**config.mk**
```make
export PLATFORM = sky130hd
export DESIGN_NAME = multicycle_control
export DESIGN_NICKNAME = d
export VERILOG_FILES = /design/src/rtl/multicycle_control.sv
export SDC_FILE = /design/constraint.sdc
export NUM_CORES = 1
export LEC_CHECK = 0
export ABC_AREA = 1
export BUFFER_PORTS_ARGS = -buffer_cell sky130_fd_sc_hd__buf_2
export CAP_MARGIN = 25
export CORE_UTILIZATION = 46
export CTS_CLUSTER_SIZE = 30
export DETAILED_ROUTE_END_ITERATION = 12
export GPL_ROUTABILITY_DRIVEN = 1
export PLACE_DENSITY = 0.87
export SETUP_SLACK_MARGIN = 0.1
export SLEW_MARGIN = 10
export SYNTH_ARGS = -nofsm -noshare
export SYNTH_HDL_FRONTEND = slang
export SYNTH_SLANG_ARGS = --single-unit
export TNS_END_PERCENT = 1
```
**constraint.sdc**
```tcl
create_clock -name clk -period 1.6 [get_ports clk]
set_input_delay 0.24 -clock clk [delete_from_list [all_inputs] [get_ports clk]]
set_output_delay 0.24 -clock clk [all_outputs]
set_load 0.02 [all_outputs]
```
**src/rtl/multicycle_control.sv**
```systemverilog
// Multicycle CPU main control FSM (Moore), asynchronous active-low reset.
// Optional JUMP state enabled by defining MC_JUMP_EN.
module multicycle_control #(
    parameter int OP_W     = 6,
    parameter int ALU_OP_W = 2
) (
    input  logic                clk,
    input  logic                rst,
    input  logic [OP_W-1:0]     instr_op,
    input  logic                mem_ready,
    output logic                pc_write,
    output logic                pc_write_cond,
    output logic                i_or_d,
    output logic                mem_read,
    output logic                mem_write,
    output logic                ir_write,
    output logic                mem_to_reg,
    output logic                reg_dst,
    output logic                reg_write,
    output logic                alu_src_a,
    output logic [1:0]          alu_src_b,
    output logic [1:0]          pc_source,
    output logic [ALU_OP_W-1:0] alu_op,
    output logic                illegal_op,
    output logic [3:0]          state
);

    typedef enum logic [3:0] {
        FETCH  = 4'd0,
        DECODE = 4'd1,
        MEMADR = 4'd2,
        MEMRD  = 4'd3,
        MEMWB  = 4'd4,
        MEMWR  = 4'd5,
        EXEC   = 4'd6,
        RWB    = 4'd7,
        BRANCH = 4'd8,
        IEXEC  = 4'd9,
        IWB    = 4'd10
`ifdef MC_JUMP_EN
        , JUMP = 4'd11
`endif
    } state_t;

    localparam logic [OP_W-1:0] OP_RTYPE = OP_W'(6'b000000);
    localparam logic [OP_W-1:0] OP_LW    = OP_W'(6'b100011);
    localparam logic [OP_W-1:0] OP_SW    = OP_W'(6'b101011);
    localparam logic [OP_W-1:0] OP_BEQ   = OP_W'(6'b000100);
    localparam logic [OP_W-1:0] OP_ADDI  = OP_W'(6'b001000);
`ifdef MC_JUMP_EN
    localparam logic [OP_W-1:0] OP_J     = OP_W'(6'b000010);
`endif

    state_t          state_q, state_d;
    logic [OP_W-1:0] op_q, op_d;
    logic [1:0]      alu_op_c;

    always_ff @(posedge clk or negedge rst) begin
        if (!rst) begin
            state_q <= FETCH;
            op_q    <= '0;
        end else begin
            state_q <= state_d;
            op_q    <= op_d;
        end
    end

    always_comb begin
        state_d       = state_q;
        op_d          = op_q;
        pc_write      = 1'b0;
        pc_write_cond = 1'b0;
        i_or_d        = 1'b0;
        mem_read      = 1'b0;
        mem_write     = 1'b0;
        ir_write      = 1'b0;
        mem_to_reg    = 1'b0;
        reg_dst       = 1'b0;
        reg_write     = 1'b0;
        alu_src_a     = 1'b0;
        alu_src_b     = 2'b00;
        pc_source     = 2'b00;
        alu_op_c      = 2'b00;
        illegal_op    = 1'b0;
        unique case (state_q)
            FETCH: begin
                mem_read  = 1'b1;
                alu_src_b = 2'b01;
                ir_write  = mem_ready;
                pc_write  = mem_ready;
                if (mem_ready) state_d = DECODE;
            end
            DECODE: begin
                alu_src_b = 2'b11;
                op_d      = instr_op;
                if (instr_op == OP_RTYPE)                          state_d = EXEC;
                else if (instr_op == OP_LW || instr_op == OP_SW)   state_d = MEMADR;
                else if (instr_op == OP_BEQ)                       state_d = BRANCH;
                else if (instr_op == OP_ADDI)                      state_d = IEXEC;
`ifdef MC_JUMP_EN
                else if (instr_op == OP_J)                         state_d = JUMP;
`endif
                else begin
                    state_d    = FETCH;
                    illegal_op = 1'b1;
                end
            end
            MEMADR: begin
                alu_src_a = 1'b1;
                alu_src_b = 2'b10;
                state_d   = (op_q == OP_LW) ? MEMRD : MEMWR;
            end
            MEMRD: begin
                mem_read = 1'b1;
                i_or_d   = 1'b1;
                if (mem_ready) state_d = MEMWB;
            end
            MEMWB: begin
                reg_write  = 1'b1;
                mem_to_reg = 1'b1;
                state_d    = FETCH;
            end
            MEMWR: begin
                mem_write = 1'b1;
                i_or_d    = 1'b1;
                if (mem_ready) state_d = FETCH;
            end
            EXEC: begin
                alu_src_a = 1'b1;
                alu_op_c  = 2'b10;
                state_d   = RWB;
            end
            RWB: begin
                reg_write = 1'b1;
                reg_dst   = 1'b1;
                state_d   = FETCH;
            end
            BRANCH: begin
                alu_src_a     = 1'b1;
                alu_op_c      = 2'b01;
                pc_write_cond = 1'b1;
                pc_source     = 2'b01;
                state_d       = FETCH;
            end
            IEXEC: begin
                alu_src_a = 1'b1;
                alu_src_b = 2'b10;
                state_d   = IWB;
            end
            IWB: begin
                reg_write = 1'b1;
                state_d   = FETCH;
            end
`ifdef MC_JUMP_EN
            JUMP: begin
                pc_write  = 1'b1;
                pc_source = 2'b10;
                state_d   = FETCH;
            end
`endif
            default: state_d = FETCH;
        endcase
        // Reset masks every strobe combinationally so an access aborts without waiting for clk.
        if (!rst) begin
            pc_write      = 1'b0;
            pc_write_cond = 1'b0;
            i_or_d        = 1'b0;
            mem_read      = 1'b0;
            mem_write     = 1'b0;
            ir_write      = 1'b0;
            mem_to_reg    = 1'b0;
            reg_dst       = 1'b0;
            reg_write     = 1'b0;
            alu_src_a     = 1'b0;
            alu_src_b     = 2'b00;
            pc_source     = 2'b00;
            alu_op_c      = 2'b00;
            illegal_op    = 1'b0;
        end
    end

    assign alu_op = ALU_OP_W'(alu_op_c);
    assign state  = state_q;

endmodule

```
# Yosys cells after proc, flatten, opt, wreduce, memory -nomap -nowiden
# Index checks and enable logic that the tools add are counted.
# totals
regBits	10
latchBits	0
mem_bits_rw	0
romBits	0
in_bits	9
wordCells	68
mem_count	0
# classes
add_sub_neg	0
n_mul	0
n_div	0
magnitude_cmp	0
eq_ne	18
shift	0
n_mux	39
bitwise	0
reduce_logical	9
# op_table
cell	n
$mux W4	7
$pmux W4 S7	1
$mux W1	25
$eq A6 B6 Y1 const B	3
$eq A4 B3 Y1 const B	4
$eq A4 B4 Y1 const B	3
$eq A4 B2 Y1 const B	2
$eq A6 B3 Y1 const B	1
$eq A6 B4 Y1 const B	1
$logic_not A6 Y1	1
$mux W2	3
$ne A2 B2 Y1 const B	3
$pmux W2 S3	1
$reduce_or A2 Y1	3
$eq A4 B1 Y1 const B	1
$logic_not A4 Y1	1
$pmux W2 S2	1
$reduce_or A4 Y1	1
$mux W3	1
$reduce_and A3 Y1	1
$reduce_or A3 Y1	1
$logic_or A1 B1 Y1	1

# Depth between registers and ports, before layout
# Gate-level depths: netlist of the first run.
# logic_depth
ltp_word	7
ltp_mapped	8
depth_no_buf	8

# Worst setup path before layout of the first run
# No wires, ideal clock.
# synth_timing
kind	register -> output
startpoint	reg state_q[1] (netlist: state[1])
endpoint	out pc_write
arrival_time_ps	1666
required_time_ps	1360
setup_slack_ps	-306
path_stages_with_launch	7
path_buffers	1
cell_sequence	dfrtp_1 nor2_1 inv_1 nor2_1 inv_1 nor3_1 buf_4
# synth_between
elab_chain_cells	3
# synth_rtl
item	line_no	source
start, declared	54	state_t state_q, state_d;
start signal, assigned	63	state_q <= state_d;
$logic_not A4 Y1	-	
$mux W1 (2 in a row)	-	
end, declared	11	output logic pc_write,
# Every way passes these cells.

# Final worst setup path of the first run
# layout_timing
startpoint	reg state_q[0] (netlist: state[0])
endpoint	out alu_src_a
# layout_between
elab_chain_cells	4
# layout_rtl
item	line_no	source
$eq A4 B4 Y1 (tied with other cells)	85	unique case (state_q)
$reduce_or A4 Y1 (no source line) (*)	-	
$mux W1 (*)	85	
$mux W1 (*)	164	if (!rst) begin
end, declared	20	output logic alu_src_a,
# Every way passes the cells marked *; elsewhere a longest branch is shown, timed or not.

==> metrics.md, run 1 <==
| Metric | Value |
|---|---|
| Run status | finished with violations |
| Failing checks | setup timing |
| Pwr dens | 1480 mW/mm^2 |
| Port Buffers | 28 |
| Number of max-slew violations in the final report | 0 |
| Share of post-route cells with drive strength above 1 | 47.0% |
| Number of diodes | 0 |
| Layout-stage area growth over the synthesis result | 56.5% |
| Fill count | just under 100 |
| Ratio of routed vias to standard cells | around 5.6 |
| Final layout net count | 178 |
| Number of distinct library cells after synthesis | 17 |
| Clock latency of the later-clocked register in the worst-skew pair | between 0.2 and 0.3 ns |
| Total global routing track utilization | between 20 and 30% |
| Placed Instance Area | a little over 900 sq um |
| Deepest level of the CTS H-tree | 1 |
| Wire length of the first global-routing pass | a little under 4 mm |
| Endpoint of the lowest-slack register-to-register path | state[2]$_DFFE_PN0P_ |
| Die X | 42.3 microns |
| Proportion of synthesized flip-flops having asynchronous set or reset | 100% |
| Register-to-Register Path Depth | 10 |
| Largest fanout on the critical path | 4 |
| Top-level port count | 30 |
| Cells after synthesis | approximately 120 |
| Peak Freq | 587 MHz |
| GP Congestion | approximately 0.84 |
| Number of buffers on the longest clock path | 2 |
| Worst setup slack for register-to-register paths | ~0.060 ns |
| Number of register bits inferred by synthesis | 10 |
| Number of standard-cell rows in the floorplan | 14 |
| Wirelength per Cell | between 10 and 15 microns |
| Dpl hpwl | ~1.4 mm |
| Static power due to leakage | between 0.0006 and 0.0007 uW |
| Setup TNS after final layout | -0.881 ns |
| Antenna violations before repair | 0 |
| Synthesis warning total | 0 |
| Type of origin of the critical path | register |
| Final worst setup slack | -0.105 ns |
| Hold/Removal Path Class | input pin to register |
| Setup clock skew after layout | between 0.0015 and 0.002 ns |
| Endpoint arrival time on the critical path | around 1.5 ns |
| Total number of vias | roughly 1000 |
| Cell taking the most area after synthesis | dfrtp_1 |
| Fraction of synthesized cell area taken by the top area cell type | about a third |
| Number of synthesized flops with an enable pin | 0 |
| Clock Sink Count | 10 |
| Clock tree from TritonCTS | done |
| Number of routed nets with antenna violations | 0 |
| Origin of the critical flop-to-flop path | state[2]$_DFFE_PN0P_ |
| Detailed router's first-iteration violation count | 61 |
| Total Die Area | between 0.0015 and 0.002 sq mm |
| Max_cap viols | 0 |
| Most used standard cell by instance count after synthesis | nand2_1 |
| DRC Markers | 0 |
| Endpoint of the most critical setup path | alu_src_a |
| End-of-flow core utilization | a little under 80% |
| Core footprint | 0.00151 sq mm |
| Sort of element at the end of the critical path | output pin |
| Clock transition at the registers of the reported paths | 0.06 ns |
| Worst Setup SP | state[0]$_DFFE_PN0P_ |
| # setup viols final | 13 |
| Number of CTS-inserted buffers | 3 |
| Most used DFF post-synth | dfrtp_1 |
| Vias in the first global route | approximately 900 |
| Synth Cell Area | about 750 sq um |
| Die boundary height | 42.3 microns |
| Remaining Overflow, GRT | 0 |
| CTS Root Cell | clkbuf_4 |
| Setup repair after global routing missed its margin | yes |
| Synthesized area divided by synthesized cell count | roughly 6.0 sq um |
| Tot Pwr | around 1700 uW |
| Post-Synthesis Net Count | 133 |
| Data required time of the critical path | around 1.4 ns |
| Maximum number of pins on one net before global-route repair | 13 |
| Synth cell count leaders | nand2_1 (41), nor2_1 (21), inv_1 (13), dfrtp_1 (10), nand3_1 (7) |
| Part of the cycle the worst path needs | 107% |
| Initial core utilization | between 40% and 50% |
| Main area contributors after synthesis | dfrtp_1 (33%), nand2_1 (21%), nor2_1 (11%) |
| Layout Cell Area excl Fill | around 0.0012 sq mm |
| Count of endpoints failing hold in the final timing report | 0 |
| Min Clock Period, post-route | about 1.7 ns |
| Final routed wirelength across all metal layers | between 2 and 3 mm |
| Detailed Routing Iterations Pass 1 | 5 |
| Maximum ir drop on the vdd rail | between 0.8 and 0.9 mV |
| Part of the Yosys area used for sequential elements | between 30% and 40% |
| Critical path type | register to output pin |
## cells by family after synthesis
logic type | count (synthesis) | synth area share (%)
AND/OR/NAND/NOR | 78 | 42.8
buffers and inverters | 24 | 15.6
flip-flops | 10 | 33.4
other | 1 | 0.501
AO/OA/AOI/OAI | 11 | 7.69
## layout make-up
class | instances | area, sq um | area share [%]
well taps | 16 | 20.0 | 1.71
inverters | 18 | 70.1 | 5.98
multi-input cells | 90 | 462 | 39.4
flip-flops and latches | 10 | 255 | 21.8
clock buffers | 4 | 36.3 | 3.10
repair buffers | 46 | 328 | 28.0
## routing by layer
| layer | global-route usage [%] | routed length [microns] | vias up |
|---|---|---|---|
| met1 | 32.2 | 977 | 478 |
| met3 | 7.33 | 231 | 18 |
| met5 | 0 | 0 | - |
| met4 | 21.3 | 120 | 0 |
| met2 | 49.8 | 1330 | 67 |
| li1 | - | - | 464 |
## where the power goes
part | internal (uW) | total, uW | switching (uW) | leakage (uW)
Clock | 138 | 224 | 85.4 | 0.0000210
Sequential | 355 | 449 | 94.3 | 0.000121
Combinational | 459 | 1060 | 605 | 0.000512
Total | 952 | 1740 | 785 | 0.000654
## timing repair
| action | in CTS | in global routing |
|---|---|---|
| hold buffers | 1 | 0 |
| hold endpoints to repair | 10 | 0 |
| pin swaps | 8 | 7 |
| endpoints found under the setup margin | 14 | 18 |
| resized for setup | 30 | 9 |
| setup buffers | 13 | 1 |
## stage by stage
stage | hold slack, ns | worst slack (ns) | instances
finish | 0.209 | -0.105 | 184
global placement | 0.186 | 0.133 | 165
CTS | 0.198 | -0.0840 | 183
detailed placement | 0.193 | 0.121 | 165
floorplan | -0.0556 | 0.0233 | 124
global route | 0.224 | -0.146 | 184
## state kept, by name, summed over array words and instances, names as in the netlist
signal  count
op_q        6
state       4
## worst min-delay path by stage
stage / from / end / slack (ns) / depth (start not counted)
6_report: instr_op[0] / op_q[0]$_DFFE_PN0P_ / 0.21 / 3
5_1_grt: instr_op[4] / op_q[4]$_DFFE_PN0P_ / 0.22 / 3
4_1_cts: instr_op[4] / op_q[4]$_DFFE_PN0P_ / 0.20 / 3
3_5_place_dp: rst / op_q[0]$_DFFE_PN0P_ / 0.19 / 2
3_3_place_gp: rst / op_q[0]$_DFFE_PN0P_ / 0.19 / 2
2_1_floorplan: rst / op_q[0]$_DFFE_PN0P_ / -0.06 / 0
## cell usage in the layout (no fill, tap or decap), drive strengths merged
master and n:
conb 1, nand2 42, a31oi 2, clkbuf 4, dfrtp 10, nand4 1
nor2 25, nand3 7, buf 45, inv 18, dlygate4sd3 1, o21ai 5
a21oi 4, nor3 3
## critical path, stage by stage (launching register included)
cell,delay [ns]
dfrtp_2,0.43
inv_4,0.07
nor2_4,0.18
nand2_2,0.10
nand2_2,0.08
nor2_1,0.04
a21oi_1,0.13
buf_4,0.16
Power figures use the tool's default switching activity.
==> inputs of run 2 (changes only) <==
--- a/config.mk
+++ b/config.mk
@@ -6,7 +6,7 @@
 export NUM_CORES = 1
 export LEC_CHECK = 0
 export ABC_AREA = 1
-export BUFFER_PORTS_ARGS = -buffer_cell sky130_fd_sc_hd__buf_2
+export BUFFER_PORTS_ARGS = -buffer_cell sky130_fd_sc_hd__clkbuf_2
 export CAP_MARGIN = 25
 export CORE_UTILIZATION = 46
 export CTS_CLUSTER_SIZE = 30
==> run 2 against run 1 <==
  * First-iteration DRC count is 46% lower
  * Clock power hardly changed
  * The flow still finishes with violations (setup timing)
  * Maximum frequency is 0.92% higher
  * Register-to-register slack better by 0.23 ns
  * Highest routed layer unchanged
==> metrics.md, run 2 (synthesis results as in run 1) <==
| Metric | Value |
|---|---|
| Run status | finished with violations |
| Failing checks | setup timing |
| Remaining Overflow, GRT | 0 |
| DP Worst Slack | around 0.076 ns |
| Clock tree from TritonCTS | done |
| Setup clock skew after layout | between 0.006 and 0.007 ns |
| Wire length of the first global-routing pass | roughly 3.3 mm |
| Largest fanout on the critical path | 4 |
| CTS Root Cell | clkbuf_4 |
| Initial core utilization | between 40% and 50% |
| Antenna violations before repair | 0 |
| Number of buffers on the longest clock path | 2 |
| Die X | approximately 42 microns |
| Number of cells in the finished layout apart from fillers | approximately 180 |
| Clock latency of the later-clocked register in the worst-skew pair | between 0.2 and 0.3 ns |
| Most frequent cells in the layout | nand2_1 (35), nor2_1 (15), clkbuf_2 (13) |
| Setup repair after global routing missed its margin | yes |
| Count of endpoints failing hold in the final timing report | 0 |
| Area taken by flip-flops and latches | around 260 sq um |
| Wirelength per Cell | 12.2 microns |
| Ratio of routed vias to standard cells | about 5.2 |
| Final routed wirelength across all metal layers | 2.14 mm |
| Vias in the first global route | about 890 |
| Die boundary height | 42.3 microns |
| Peak Freq | a little under 600 MHz |
| Largest register FFs | 6 |
| Number of routed nets with antenna violations | 0 |
| Final worst setup slack | -0.0894 ns |
| Type of origin of the critical path | register |
| Pwr dens | 1370 mW/mm^2 |
| Fraction of power spent switching nets | between 40% and 50% |
| Total Die Area | 0.00179 sq mm |
| Switching pwr | 716 uW |
| Data required time of the critical path | about 1.4 ns |
| Share of total power in combinational logic | ~57% |
| Share of post-route cells with drive strength above 1 | a little under half |
| Total global routing track utilization | 24.2% |
| Core footprint | approximately 0.0015 sq mm |
| Clock transition at the registers of the reported paths | about 0.060 ns |
| Deepest level of the CTS H-tree | 1 |
| Port Buffers | 28 |
| Detailed router's first-iteration violation count | 33 |
| Number of standard-cell rows in the floorplan | 14 |
| Maximum number of pins on one net before global-route repair | 13 |
| Most flops, register | op_q |
| Total number of vias | about 900 |
| Hold/Removal Path Class | input pin to register |
| Clock Sink Count | 10 |
| Top-level port count | 30 |
| Proportion of power drawn by the clock network | between 10% and 20% |
| Maximum ir drop on the vdd rail | about 1.1 mV |
| Min Clock Period, post-route | between 1.5 and 2 ns |
| Number of CTS-inserted buffers | 3 |
| Static power due to leakage | 0.000609 uW |
| Hold Worst Slack | about 0.21 ns |
| Number of diodes | 0 |
| Sort of element at the end of the critical path | output pin |
| Fill count | a little under 100 |
| Dpl hpwl | around 1.5 mm |
| Layout-stage area growth over the synthesis result | 52.5% |
| Internal power consumption | 846 uW |
| Number of max-slew violations in the final report | 0 |
| Part of the cycle the worst path needs | 106% |
| # setup viols final | 11 |
| Critical path type | register to output pin |
| Endpoint arrival time on the critical path | between 1 and 1.5 ns |
| GP Congestion | ~0.84 |
| Area taken by multi-input logic gates | approximately 480 sq um |
| Final layout net count | 169 |
| Commonest non-fill, non-tap cell in the layout | nand2_1 |
| Detailed Routing Iterations Pass 1 | 4 |
| Part of the power in registers | approximately 29% |
| Placed cell count | 165 |
| DRC Markers | 0 |
| Max_cap viols | 0 |
[run 2: cell types whose count changed in the layout (fill, tap and decap cells not counted), moves of 2 or more]
cell and change:
buf_4 -17, buf_2 -13, clkbuf_2 +13, clkbuf_4 +7, clkbuf_8 +3, buf_6 -2
inv_4 +2, nor2_1 -2, nor2_4 +2
[run 2: timing repair]
action	4_1_cts	5_1_grt
setup buffers	3	2
hold buffers	1	0
gates resized for setup	32	20
cloned	0	0
pin swaps	4	8
endpoints found under the hold margin	10	0
setup endpoints to repair	14	16
[run 2: area by class of cell]
class | count | share of cell area, %
multi-input cells | 90 | 42.3
repair buffers | 37 | 23.8
flip-flops and latches | 10 | 22.4
inverters | 18 | 6.58
clock buffers | 4 | 3.18
well taps | 16 | 1.75
[run 2: layer usage]
| metal | track usage (%) | routed length (microns) | vias up |
|---|---|---|---|
| met5 | 0 | 0 | - |
| met4 | 13.1 | 61 | 0 |
| met3 | 5.60 | 98 | 10 |
| met2 | 42.2 | 1090 | 29 |
| met1 | 26.9 | 880 | 423 |
| li1 | - | - | 452 |
[run 2: critical path: stages, from the launching register on]
cell	delay, ns
dfrtp_2	0.45
inv_4	0.11
nand2_4	0.08
nor2_4	0.12
inv_2	0.05
nand2_2	0.07
nor2_2	0.04
a21oi_2	0.12
buf_4	0.15
[run 2: power groups by stage]
stage	Sequential [uW]	Combinational (uW)	Clock (uW)
2_1_floorplan	439	486	0
3_3_place_gp	418	654	0
6_report	446	890	225
3_5_place_dp	427	673	0
4_1_cts	430	795	229
5_1_grt	456	968	246
[run 2: metrics by stage]
step | TNS (ns) | power (uW) | area (sq um) | utilization, %
final | -0.625 | 1560 | 1140 | 75.7
after global routing | -1.74 | 1670 | 1140 | 75.7
after CTS | -0.660 | 1450 | 1070 | 71.2
after detailed placement | 0 | 1100 | 906 | 60.1
after global placement | 0 | 1070 | 906 | 60.1
after floorplan | 0 | 926 | 776 | -
[run 2: path summary, 6_finish.rpt]
check / end / slack [ns] / cells after the start / startpoint
max: alu_src_a / -0.09 / 8 / state[0]$_DFFE_PN0P_
min: op_q[1]$_DFFE_PN0P_ / 0.21 / 3 / instr_op[1]
max reg2reg: state[0]$_DFFE_PN0P_ / 0.29 / 8 / state[1]$_DFFE_PN0P_
min reg2reg: op_q[4]$_DFFE_PN0P_ / 0.48 / 2 / op_q[4]$_DFFE_PN0P_
max in group asynchronous: state[1]$_DFFE_PN0P_ / 0.70 / 3 / rst
min in group asynchronous: op_q[5]$_DFFE_PN0P_ / 0.56 / 3 / rst
